### src/rtl/dsp_config_serializer_pkg.sv
// Shared types and sizing helpers for the DSP tile configuration serializer.
package dsp_cfg_pkg;

  typedef enum logic [1:0] {
    IDLE,
    LOAD,
    FIN
  } cfg_state_t;

  // Frozen length of the tile's configuration chain and the loader word width.
  localparam int DEF_CFG_LEN = 40;
  localparam int DEF_WORD_W  = 16;

  // Number of parallel words needed to carry one full frame.
  function automatic int calc_num_words(input int cfg_len, input int word_w);
    return (cfg_len + word_w - 1) / word_w;
  endfunction

  // Number of meaningful bits in the final (possibly partial) word.
  function automatic int calc_last_bits(input int cfg_len, input int word_w);
    return cfg_len - word_w * (calc_num_words(cfg_len, word_w) - 1);
  endfunction

endpackage

### src/rtl/dsp_config_serializer_if.sv
// Producer-side word handshake into the configuration serializer.
interface dsp_config_serializer_if
  import dsp_cfg_pkg::*;
#(
  parameter int WORD_W = DEF_WORD_W
);

  logic              cfg_start;
  logic [WORD_W-1:0] cfg_word;
  logic              cfg_valid;
  logic              cfg_ready;

  modport master (
    output cfg_start,
    output cfg_word,
    output cfg_valid,
    input  cfg_ready
  );

  modport slave (
    input  cfg_start,
    input  cfg_word,
    input  cfg_valid,
    output cfg_ready
  );

endinterface

### src/rtl/dsp_config_serializer_cfg_word_buffer.sv
// Hold register plus shift register: a word waits in hold while the previous
// one is shifted out, so the serial stream continues without a bubble.
module cfg_word_buffer
  import dsp_cfg_pkg::*;
#(
  parameter int WORD_W = DEF_WORD_W
) (
  input  logic                         clk,
  input  logic                         rst,
  input  logic                         wr_en,
  input  logic [WORD_W-1:0]            wr_word,
  input  logic [$clog2(WORD_W+1)-1:0]  wr_bits,
  input  logic                         shift_en,
  output logic                         hold_valid,
  output logic                         sr_valid,
  output logic                         sr_bit
);

  localparam int REM_W = $clog2(WORD_W + 1);

  logic [WORD_W-1:0] hold_word;
  logic [REM_W-1:0]  hold_bits;
  logic [WORD_W-1:0] sr_word;
  logic [REM_W-1:0]  sr_rem;
  logic              shifting;
  logic              load;

  assign sr_valid = (sr_rem != '0);
  assign sr_bit   = sr_word[0];
  assign shifting = shift_en && sr_valid;
  // Refill when empty, or when the last bit leaves this cycle.
  assign load     = hold_valid && ((sr_rem == '0) || (shifting && (sr_rem == REM_W'(1))));

  // Occupancy flags and remaining-bit count.
  always_ff @(posedge clk) begin
    if (rst) begin
      hold_valid <= 1'b0;
      sr_rem     <= '0;
    end else begin
      if (wr_en) begin
        hold_valid <= 1'b1;
      end else if (load) begin
        hold_valid <= 1'b0;
      end
      if (load) begin
        sr_rem <= hold_bits;
      end else if (shifting) begin
        sr_rem <= sr_rem - 1'b1;
      end
    end
  end

  // Word storage and LSB-first shifting; qualified by the flags above.
  always_ff @(posedge clk) begin
    if (wr_en) begin
      hold_word <= wr_word;
      hold_bits <= wr_bits;
    end
    if (load) begin
      sr_word <= hold_word;
    end else if (shifting) begin
      sr_word <= sr_word >> 1;
    end
  end

endmodule

### src/rtl/dsp_config_serializer.sv
// Loads a configuration frame as parallel words and streams it LSB-first onto
// the tile's configuration_input / configuration_enable pins.
module dsp_config_serializer
  import dsp_cfg_pkg::*;
#(
  parameter int CFG_LEN = DEF_CFG_LEN,
  parameter int WORD_W  = DEF_WORD_W
) (
  input  logic                    clk,
  input  logic                    RST,
  dsp_config_serializer_if.slave  cfg,
  output logic                    configuration_input,
  output logic                    configuration_enable,
  output logic                    busy,
  output logic                    done
);

  localparam int NUM_WORDS = calc_num_words(CFG_LEN, WORD_W);
  localparam int LAST_BITS = calc_last_bits(CFG_LEN, WORD_W);
  localparam int WCNT_W    = $clog2(NUM_WORDS + 1);
  localparam int BCNT_W    = $clog2(CFG_LEN + 1);
  localparam int REM_W     = $clog2(WORD_W + 1);

  localparam logic [WCNT_W-1:0] NUM_WORDS_C = WCNT_W'(NUM_WORDS);
  localparam logic [WCNT_W-1:0] LAST_IDX_C  = WCNT_W'(NUM_WORDS - 1);
  localparam logic [BCNT_W-1:0] CFG_LEN_C   = BCNT_W'(CFG_LEN);

  cfg_state_t        state;
  logic [WCNT_W-1:0] words_acc;
  logic [BCNT_W-1:0] bit_cnt;
  logic              hold_valid;
  logic              sr_valid;
  logic              sr_bit;
  logic              wr_en;
  logic [REM_W-1:0]  wr_bits;

  assign cfg.cfg_ready = (state == LOAD) && !hold_valid && (words_acc < NUM_WORDS_C);
  assign wr_en         = cfg.cfg_valid && cfg.cfg_ready;
  // The final word only carries the bits that remain in the frame.
  assign wr_bits       = (words_acc == LAST_IDX_C) ? REM_W'(LAST_BITS) : REM_W'(WORD_W);

  cfg_word_buffer #(
    .WORD_W (WORD_W)
  ) u_buf (
    .clk        (clk),
    .rst        (RST),
    .wr_en      (wr_en),
    .wr_word    (cfg.cfg_word),
    .wr_bits    (wr_bits),
    .shift_en   (sr_valid),
    .hold_valid (hold_valid),
    .sr_valid   (sr_valid),
    .sr_bit     (sr_bit)
  );

  // Frame sequencing, word/bit counters, busy and done.
  always_ff @(posedge clk) begin
    if (RST) begin
      state     <= IDLE;
      words_acc <= '0;
      bit_cnt   <= '0;
      busy      <= 1'b0;
      done      <= 1'b0;
    end else begin
      done <= 1'b0;
      case (state)
        IDLE: begin
          if (cfg.cfg_start) begin
            state     <= LOAD;
            busy      <= 1'b1;
            words_acc <= '0;
            bit_cnt   <= '0;
          end
        end
        LOAD: begin
          if (wr_en) begin
            words_acc <= words_acc + 1'b1;
          end
          if (sr_valid) begin
            bit_cnt <= bit_cnt + 1'b1;
          end
          if (bit_cnt == CFG_LEN_C) begin
            state <= FIN;
            done  <= 1'b1;
          end
        end
        FIN: begin
          state <= IDLE;
          busy  <= 1'b0;
        end
        default: begin
          state <= IDLE;
          busy  <= 1'b0;
        end
      endcase
    end
  end

  // Registered serial pins: one bit per cycle while the shift register holds data.
  always_ff @(posedge clk) begin
    if (RST) begin
      configuration_enable <= 1'b0;
      configuration_input  <= 1'b0;
    end else begin
      configuration_enable <= sr_valid;
      configuration_input  <= sr_valid & sr_bit;
    end
  end

endmodule

### src/flat_wrapper.sv
// flat-port wrapper written by rule: the top's interface ports become plain ports
module dsp_config_serializer_flat import dsp_cfg_pkg::*;
#(
  parameter int CFG_LEN = DEF_CFG_LEN,
  parameter int WORD_W  = DEF_WORD_W
)
  (clk, RST, configuration_input, configuration_enable, busy, done, cfg_cfg_start, cfg_cfg_word, cfg_cfg_valid, cfg_cfg_ready);
  dsp_config_serializer_if #(.WORD_W(WORD_W)) cfg_i ();
  input  logic clk;
  input  logic RST;
  output logic configuration_input;
  output logic configuration_enable;
  output logic busy;
  output logic done;
  input wire logic [$bits(cfg_i.cfg_start)-1:0] cfg_cfg_start;
  input wire logic [$bits(cfg_i.cfg_word)-1:0] cfg_cfg_word;
  input wire logic [$bits(cfg_i.cfg_valid)-1:0] cfg_cfg_valid;
  output wire logic [$bits(cfg_i.cfg_ready)-1:0] cfg_cfg_ready;
  assign cfg_i.cfg_start = cfg_cfg_start;
  assign cfg_i.cfg_word = cfg_cfg_word;
  assign cfg_i.cfg_valid = cfg_cfg_valid;
  assign cfg_cfg_ready = cfg_i.cfg_ready;
  dsp_config_serializer #(.CFG_LEN(CFG_LEN), .WORD_W(WORD_W)) u_core (.clk(clk), .RST(RST), .cfg(cfg_i), .configuration_input(configuration_input), .configuration_enable(configuration_enable), .busy(busy), .done(done));
endmodule
### config.mk
export PLATFORM = sky130hd
export DESIGN_NAME = dsp_config_serializer_flat
export DESIGN_NICKNAME = d
export VERILOG_FILES = /design/src/rtl/dsp_config_serializer_pkg.sv /design/src/rtl/dsp_config_serializer_if.sv /design/src/rtl/dsp_config_serializer_cfg_word_buffer.sv /design/src/rtl/dsp_config_serializer.sv /design/src/flat_wrapper.sv
export SDC_FILE = /design/constraint.sdc
export NUM_CORES = 1
export LEC_CHECK = 0
export BUFFER_PORTS_ARGS = -buffer_cell sky130_fd_sc_hd__buf_2
export CAP_MARGIN = 20
export CORE_MARGIN = 8
export CORE_UTILIZATION = 31
export CTS_BUF_LIST = sky130_fd_sc_hd__clkbuf_2 sky130_fd_sc_hd__clkbuf_4 sky130_fd_sc_hd__clkbuf_8
export DETAILED_ROUTE_END_ITERATION = 7
export GPL_TIMING_DRIVEN = 0
export PLACE_DENSITY = 0.45
export RECOVER_POWER = 100
export SYNTH_ARGS = -nofsm -noshare
export SYNTH_HDL_FRONTEND = slang
export SYNTH_SLANG_ARGS = --single-unit
### constraint.sdc
create_clock -name clk -period 4.6 [get_ports clk]
set_input_delay 0.23 -clock clk [delete_from_list [all_inputs] [get_ports clk]]
set_output_delay 0.23 -clock clk [all_outputs]
set_load 0.005 [all_outputs]
==> Word-level counts from Yosys, hierarchy flattened <==
Cells that the tools add are included.
Widths: inputs -> output; s select.
{ "op_classes": {"n_addsub": 3, "magnitude_cmp": 1, "n_eq_ne": 8, "n_mux": 19, "bitwise": 2, "n_reduce_logical": 18} }
{ "ops": {"columns": ["op", "n"], "rows": [
  ["$mux 16", 2],
  ["$mux 5", 3],
  ["$mux 6", 2],
  ["$pmux 6 s2", 1],
  ["$mux 2", 4],
  ["$pmux 2 s2", 2],
  ["$add 6x1->6 const B", 1],
  ["$eq 6x6->1 const B", 1],
  ["$ne 2x2->1 const B", 3],
  ["$reduce_and 3->1", 2],
  ["$reduce_bool 2->1", 3],
  ["$eq 5x1->1 const B", 1],
  ["$logic_and 1x1->1", 5],
  ["$logic_not 5->1", 1],
  ["$reduce_bool 5->1", 1],
  ["$sub 5x1->5 const B", 1],
  ["$mux 1", 4],
  ["$reduce_and 2->1", 2],
  ["$add 2x1->2 const B", 1],
  ["$eq 2x1->1 const B", 1],
  ["$eq 2x2->1 const B", 1],
  ["$logic_not 2->1", 1],
  ["$lt 2x2->1 const B", 1],
  ["$ne 2x1->1 const B", 1],
  ["other kinds (6)", 6]
]} }
{ "word_totals": {"reg_bits": 57, "inputBits": 20, "output_inout_bits": 5, "word_cells": 63} }

==> Depth between registers and ports, before layout <==
Gate-level depths: netlist (run 1).
{ "depth": {"word_depth": 6, "mapped_depth": 7, "ltp_nobuf": 6} }

==> Hierarchy <==
Synthesis (run 1) repeated with hierarchy kept, for this count alone.
{ "unflattened": {"cells_unflattened": 170, "hier_area_um2": 2348.5} }
{ "by_module_without_submodules": {"columns": ["module", "n_inst", "cells_each", "area_per_inst_um2", "seq_area_each_um2"], "rows": [
  ["cfg_word_buffer", 1, 99, 1686.6, 1231.2],
  ["dsp_config_serializer", 1, 71, 661.9, 280.3]
]} }

==> Worst setup path after synthesis (run 1) <==
No wires, ideal clock.
{ "synth_path": {"kind": "flip-flop to flip-flop", "from": "reg u_core.u_buf.sr_rem[0]", "to": "reg u_core.u_buf.sr_rem[0]", "setup_time_ns": 0.086, "arrival_ns": 1.930, "required_time_ns": 4.514, "setup_slack_ns": 2.584, "stages_incl_launch_ff": 7, "n_path_buf": 0, "synth_period_minus_slack_ns": 2.016, "cell_sequence": "dfxtp_1 inv_1 ha_1 or4b_2 nor2_1 inv_1 a211oi_1"} }
{ "synth_between": {"elab_chain_len": 5, "word_cells_on_any_way": 10, "cone_classes": "1 x add/sub; 1 x eq/ne; 2 x mux; 6 x reduce/logical"} }
{ "synth_rtl": {"columns": ["item", "line", "rtl"], "rows": [
  ["start, declared", "dsp_config_serializer_cfg_word_buffer.sv:24", "logic [REM_W-1:0] sr_rem;"],
  ["start signal, assigned", "dsp_config_serializer_cfg_word_buffer.sv:46", "sr_rem <= hold_bits;"],
  ["start signal, assigned", "dsp_config_serializer_cfg_word_buffer.sv:48", "sr_rem <= sr_rem - 1'b1;"],
  ["branches (longest 5 deep; another with $sub 5x1->5)", null, null]
]} }
Parallel ways; which one is timed is not known. The select of a mux whose other input is x is not followed.
A chain may end at the register's enable or synchronous reset.

==> Worst setup path in the final report (run 1) <==
{ "layout_path": {"from": "reg u_core.u_buf.sr_rem[0]", "to": "reg u_core.u_buf.sr_word[10] (data pin)"} }
{ "layout_between": {"elab_chain_len": 5, "word_cells_on_any_way": 7, "cone_classes": "1 x eq/ne; 1 x mux; 5 x reduce/logical"} }
{ "layout_rtl": {"columns": ["item", "line", "rtl"], "rows": [
  ["$eq 5x1->1 / $reduce_bool 5->1 (equally long branches)", "dsp_config_serializer_cfg_word_buffer.sv:32, dsp_config_serializer_cfg_word_buffer.sv:28", null],
  ["$logic_and 1x1->1", "dsp_config_serializer_cfg_word_buffer.sv:32", "assign load = hold_valid && ((sr_rem == '0) || (shifting && (sr_rem == REM_W'(1))));"],
  ["$logic_or 1x1->1 (*)", "dsp_config_serializer_cfg_word_buffer.sv:32", null],
  ["$logic_and 1x1->1 (*)", "dsp_config_serializer_cfg_word_buffer.sv:32", null],
  ["$mux 16 (*)", "dsp_config_serializer_cfg_word_buffer.sv:59", "if (load) begin"],
  ["end signal, assigned", "dsp_config_serializer_cfg_word_buffer.sv:60", "sr_word <= hold_word;"],
  ["end signal, assigned", "dsp_config_serializer_cfg_word_buffer.sv:62", "sr_word <= sr_word >> 1;"],
  ["end, declared", "dsp_config_serializer_cfg_word_buffer.sv:23", "logic [WORD_W-1:0] sr_word;"]
]} }
Every way passes the cells marked *; elsewhere a longest branch is shown, timed or not.

==> run metrics, run 1 <==
Cell Area, Synth 2280 sq um; launch point of the worst path u_core.u_buf.sr_rem[0]; Worst R2R Setup Slack 1880 ps; Reg2Reg Launch Point u_core.u_buf.sr_rem[0]; most frequent cells in the layout 34 x edfxtp_1, 22 x buf_2, 20 x dfxtp_1; DRT iter0 DRCs 55; Worst Setup Start Kind register; CP max-delay cell clkbuf_1; CTS tree done; CTS clk-pin slew, worst paths 100 ps; Worst Tran Pin Value 1540 ps; postcts setup bufs 0; achievable frequency 368 MHz; placed cell area 2520 sq um; most used cell, CP clkbuf_1; layout cells sized above 1 0.203; critical path's largest stage delay 510 ps; RSZ-0062 raised after global routing false; register bit total from synthesis 54; post-route design area 2560 sq um; WHS Path Cells 1; clk_skew 8.73 ps; CP Cell Sequence inv_1 -> ha_1 -> o21ai_0 -> or2_0 -> clkbuf_1 -> clkbuf_1 -> mux2_1; total global-route track usage 0.0886; # diodes 0; dpl ws 2230 ps; IO Count 25; ANT nets after route 0; Hold Fails Final Rpt 0; number of synthesis warnings 0; Max Transition Viols Final 11; Fin Setup TNS 0 ps; Die Area 10300 sq um; largest net degree at the start of global routing 19; root buf cell clkbuf_8; Clock Path Buffers 2; run status complete, but fails checks; Worst EP required 4670 ps; Syn Inst Count 165; area occupied by registers 1420 sq um; crit path capture u_core.u_buf.sr_word[10]; EDFF count, synth 34; ys flop type edfxtp_1; fill count 725; num rows 31; Area Growth Syn to Fin 12.6%; Clk Latency, worst-skew pair 310 ps; Placer Congestion 0.820; syn_area_per_cell 13.8 sq um; CP Capture Type register; Multi-input gate area 729 sq um; htree depth 2; antenna violations before repair 0; post-route setup slack 1880 ps; library cells used by synthesis 40; Wirelength per Cell 14.3 um; vias in the first global route 1449; maximum VDD drop 158 uV; hold bufs inserted after CTS 0; post-synth net total 191; IO Port Bufs 24; asr flop ratio synth 0; # Max-Cap Violations 1; Post-Route WL 4240 um; Final #Nets 222; TritonCTS Buffers 5; Leak 0.906 nW; Setup Viol. Count Final 0; HPWL Detailed 2970 um; via-per-instance ratio 4.67; post-synthesis sequential area ratio 0.624; initial core utilization 0.318; Vias 1382; first-pass GRT wire length 7030 um; post_cts resized 0; Final period util 0.591; failing checks capacitance limit, slew limit; WS Path Type reg2reg; fin crit period 2720 ps; die height 102 um; CORE AREA 7180 sq um; DRC errors left 0; critical path arrival 2790 ps; GRT overflow 0; Worst Hold Class in2reg; most common cell after layout, fill and taps aside edfxtp_1; Slew HR -0.0413; total power divided by cell area 542 nW/um^2; R2R Path End u_core.u_buf.sr_word[10]; DR pass1 iterations 4; Sink Count 54; Die X 102 um; r2r worst-path depth 7; Max FO, Critical Path 10
layer usage:
layer / part of all wire / global-route usage / vias to the layer above
met1: 0.44 / 0.0988 / 678
li1: - / - / 675
met3: 0.051 / 0.0323 / 4
met5: 0 / 0 / -
met2: 0.50 / 0.149 / 25
met4: 0.015 / 0.0355 / 0
stage by stage:
step           utilization  hold WS (ps)  total power, mW  cells
6_report             0.357          85.6             1.39    296
5_1_grt              0.357          67.3             1.48    296
2_1_floorplan            -           329             1.03    165
3_3_place_gp         0.352           408             1.12    288
4_1_cts              0.368          75.5             1.47    296
3_5_place_dp         0.352           408             1.13    288
power breakdown:
group | switching [mW] | internal [mW]
registers | 0.0465 | 0.675
clock network | 0.165 | 0.166
logic | 0.195 | 0.142
cell families (layout without fill, tap and decap cells):
group                      after synthesis  count (layout)  share of synthesized area
DFF                                     54              54                      0.624
and+or+nand+nor                         47              47                      0.132
AOI/OAI and AO/OA                       24              24                     0.0670
muxes                                   18              18                      0.104
buffers and inverters                   15              47                     0.0357
adders and majority gates                6               6                     0.0329
xor gates and xnor gates                 1               1                    0.00384
final cells by class:
class / instances / area share
multi-input combinational: 96 / 0.284
sequential: 54 / 0.554
timing repair buffer: 24 / 0.0454
clock buffer: 5 / 0.0268
tap: 99 / 0.0483
buffer: 6 / 0.00927
inverter: 9 / 0.0132
clock inverter: 3 / 0.0185
worst max-delay path: cells and delay by family (launching register included):
kind / cells / cell delay, ps
AO/OA/AOI/OAI: 1 / 350
adder cells (fa/ha/maj): 1 / 250
buffers and inverters: 3 / 910
flip-flops: 1 / 420
multiplexers: 1 / 380
AND/OR/NAND/NOR: 1 / 160
state kept, by name, summed over array words and instances (netlist names):
register	flops
u_core.words_acc	2
u_core.state	2
u_core.busy	1
u_core.done	1
u_core.u_buf.sr_rem	5
u_core.configuration_enable	1
u_core.bit_cnt	6
u_core.u_buf.sr_word	16
u_core.u_buf.hold_word	16
u_core.configuration_input	1
u_core.u_buf.hold_valid	1
u_core.u_buf.hold_bits	2
cells in the mapped netlist (2+ instances only):
library cell / count / area, sq um
a21oi_1: 10 / 50.1
and2_1: 3 / 18.8
clkbuf_1: 3 / 11.3
dfxtp_1: 20 / 400
edfxtp_1: 34 / 1020
ha_1: 6 / 75.1
inv_1: 9 / 33.8
mux2_2: 6 / 67.6
mux2_4: 10 / 150
mux2i_1: 2 / 20.0
nand2b_1: 6 / 37.5
nand3_1: 4 / 20.0
nor2_1: 4 / 15.0
nor2b_1: 3 / 18.8
nor3_1: 9 / 45.0
o21ai_0: 4 / 20.0
o31ai_1: 4 / 30.0
or3_1: 2 / 12.5
or3b_2: 3 / 26.3
or4_1: 3 / 22.5
how the worst min path moves through the flow:
stage	startpoint	end
2_1_floorplan	cfg_cfg_word[0]	u_core.u_buf.hold_word[0]
3_3_place_gp	cfg_cfg_word[7]	u_core.u_buf.hold_word[7]
3_5_place_dp	cfg_cfg_word[6]	u_core.u_buf.hold_word[6]
4_1_cts	cfg_cfg_word[6]	u_core.u_buf.hold_word[6]
5_1_grt	cfg_cfg_word[12]	u_core.u_buf.hold_word[12]
6_report	cfg_cfg_word[12]	u_core.u_buf.hold_word[12]
No activity file was read; power rests on OpenSTA's default activity.
==> inputs of run 2 (changes only) <==
PLACE_DENSITY = 0.46   (was 0.45)
clock period = 2.2 ns   (was 4.6 ns; I/O delays follow)
==> run metrics, run 2 (synthesis gave the netlist of run 1 again) <==
critical path arrival 1970 ps; CORE AREA 7180 sq um; layout cells sized above 1 0.241; Area Growth Syn to Fin 22.1%; most common cell after layout, fill and taps aside edfxtp_1; via-per-instance ratio 4.58; placed cell area 2520 sq um; antenna violations before repair 0; Vias 1444; achievable frequency 494 MHz; Worst EP required 2140 ps; post-route design area 2780 sq um; DRT iter0 DRCs 85; dpl ws -202 ps; Wirelength per Cell 14.1 um; post-route setup slack 174 ps; Max Transition Viols Final 0; first-pass GRT wire length 7720 um; hold_ws 174 ps; largest net degree at the start of global routing 19; Leak 1.01 nW; Final #Nets 241; Worst Hold Class in2reg; CTS clk-pin slew, worst paths 90 ps; IO Port Bufs 24; Hold Fails Final Rpt 0; fin crit period 2030 ps; final core utilization 0.388; Slew HR 0.419; most frequent cells in the layout 34 x edfxtp_1, 20 x buf_2, 20 x dfxtp_1; total global-route track usage 0.0964; Max FO, Critical Path 18; die height 102 um; Placer Congestion 0.697; Clock Path Buffers 2; GRT overflow 0; # Max-Cap Violations 0; WS Path Type reg2reg; CP Capture Type register; total power divided by cell area 1060 nW/um^2; initial core utilization 0.318; HPWL Detailed 3100 um; IO Count 25; htree depth 2; run status completed; Clk Latency, worst-skew pair 300 ps; CTS tree done; Worst Tran Pin Value 869 ps; Worst Setup Start Kind register; DR pass1 iterations 4; Setup Viol. Count Final 0; fill count 713; Top Registers u_core.u_buf.hold_word x16, u_core.u_buf.sr_word x16, u_core.bit_cnt x6; RSZ-0062 raised after global routing false; Sink Count 54; Die X 102 um; Post-Route WL 4450 um; clk_skew 8.32 ps; Die Area 10300 sq um; num rows 31; DRC errors left 0; # diodes 0; ANT nets after route 0; TritonCTS Buffers 5; vias in the first global route 1559; maximum VDD drop 302 uV; Final period util 0.921; root buf cell clkbuf_8
-- run 2: cell types whose count changed in the layout (fill, tap and decap cells not counted), sizes merged --
cell         previous run  this run
buf                    22        23
bufinv                  1         0
clkbuf                 13        17
clkinv                  0         1
clkinvlp                0         1
dlygate4sd3             0        16
inv                    11         8
-- run 2: worst paths after layout --
path              slack (ps)  depth (start not counted)                    start                    endpoint
setup / recovery         170                          4          u_core.state[1]   u_core.u_buf.hold_word[3]
hold reg to reg          450                          1  u_core.u_buf.sr_word[0]  u_core.configuration_input
setup reg to reg         170                          4          u_core.state[1]   u_core.u_buf.hold_word[3]
hold / removal           170                          3            cfg_cfg_valid     u_core.u_buf.hold_valid
-- run 2: worst max-delay path: stages, from the launching register on --
cell	delay [ps]
dfxtp_1	350
nand2b_1	240
clkbuf_1	280
nor3_1	270
and2_2	520
-- run 2: layout make-up --
type	count	area, sq um	share of cell area
Sequential cell	54	1420	0.511
Timing Repair Buffer	43	295	0.106
Inverter	9	37.5	0.0135
Clock buffer	7	83.8	0.0301
Tap cell	99	124	0.0445
Multi-Input combinational cell	96	769	0.277
Buffer	6	46.3	0.0166
Clock inverter	1	3.75	0.00135
-- run 2: power by group --
part / internal, mW / switching (mW)
Combinational: 0.430 / 0.457
Sequential: 1.41 / 0.0991
Clock: 0.247 / 0.302
Total: 2.08 / 0.858
-- run 2: per-stage QoR --
step | setup TNS (ps) | cells | total power [mW]
floorplan | 0 | 165 | 2.15
global placement | -1910 | 288 | 2.33
CTS | 0 | 315 | 3.03
finish | 0 | 315 | 2.94
global route | 0 | 315 | 3.13
detailed placement | -5140 | 288 | 2.37
-- run 2: timing repair --
action                     4_1_cts  5_1_grt
setup endpoints to repair       36       25
setup buffers                    3        0
hold endpoints to repair        16        0
cloned                           0        0
hold buffers                    16        0
resized for setup                4        3
-- run 2: layer usage --
metal  GRT usage  routed length, um  share of wire
met5           0                  0              0
met4      0.0309                 25         0.0056
met3      0.0371                210          0.047
met2       0.152               2110           0.47
met1       0.117               2100           0.47
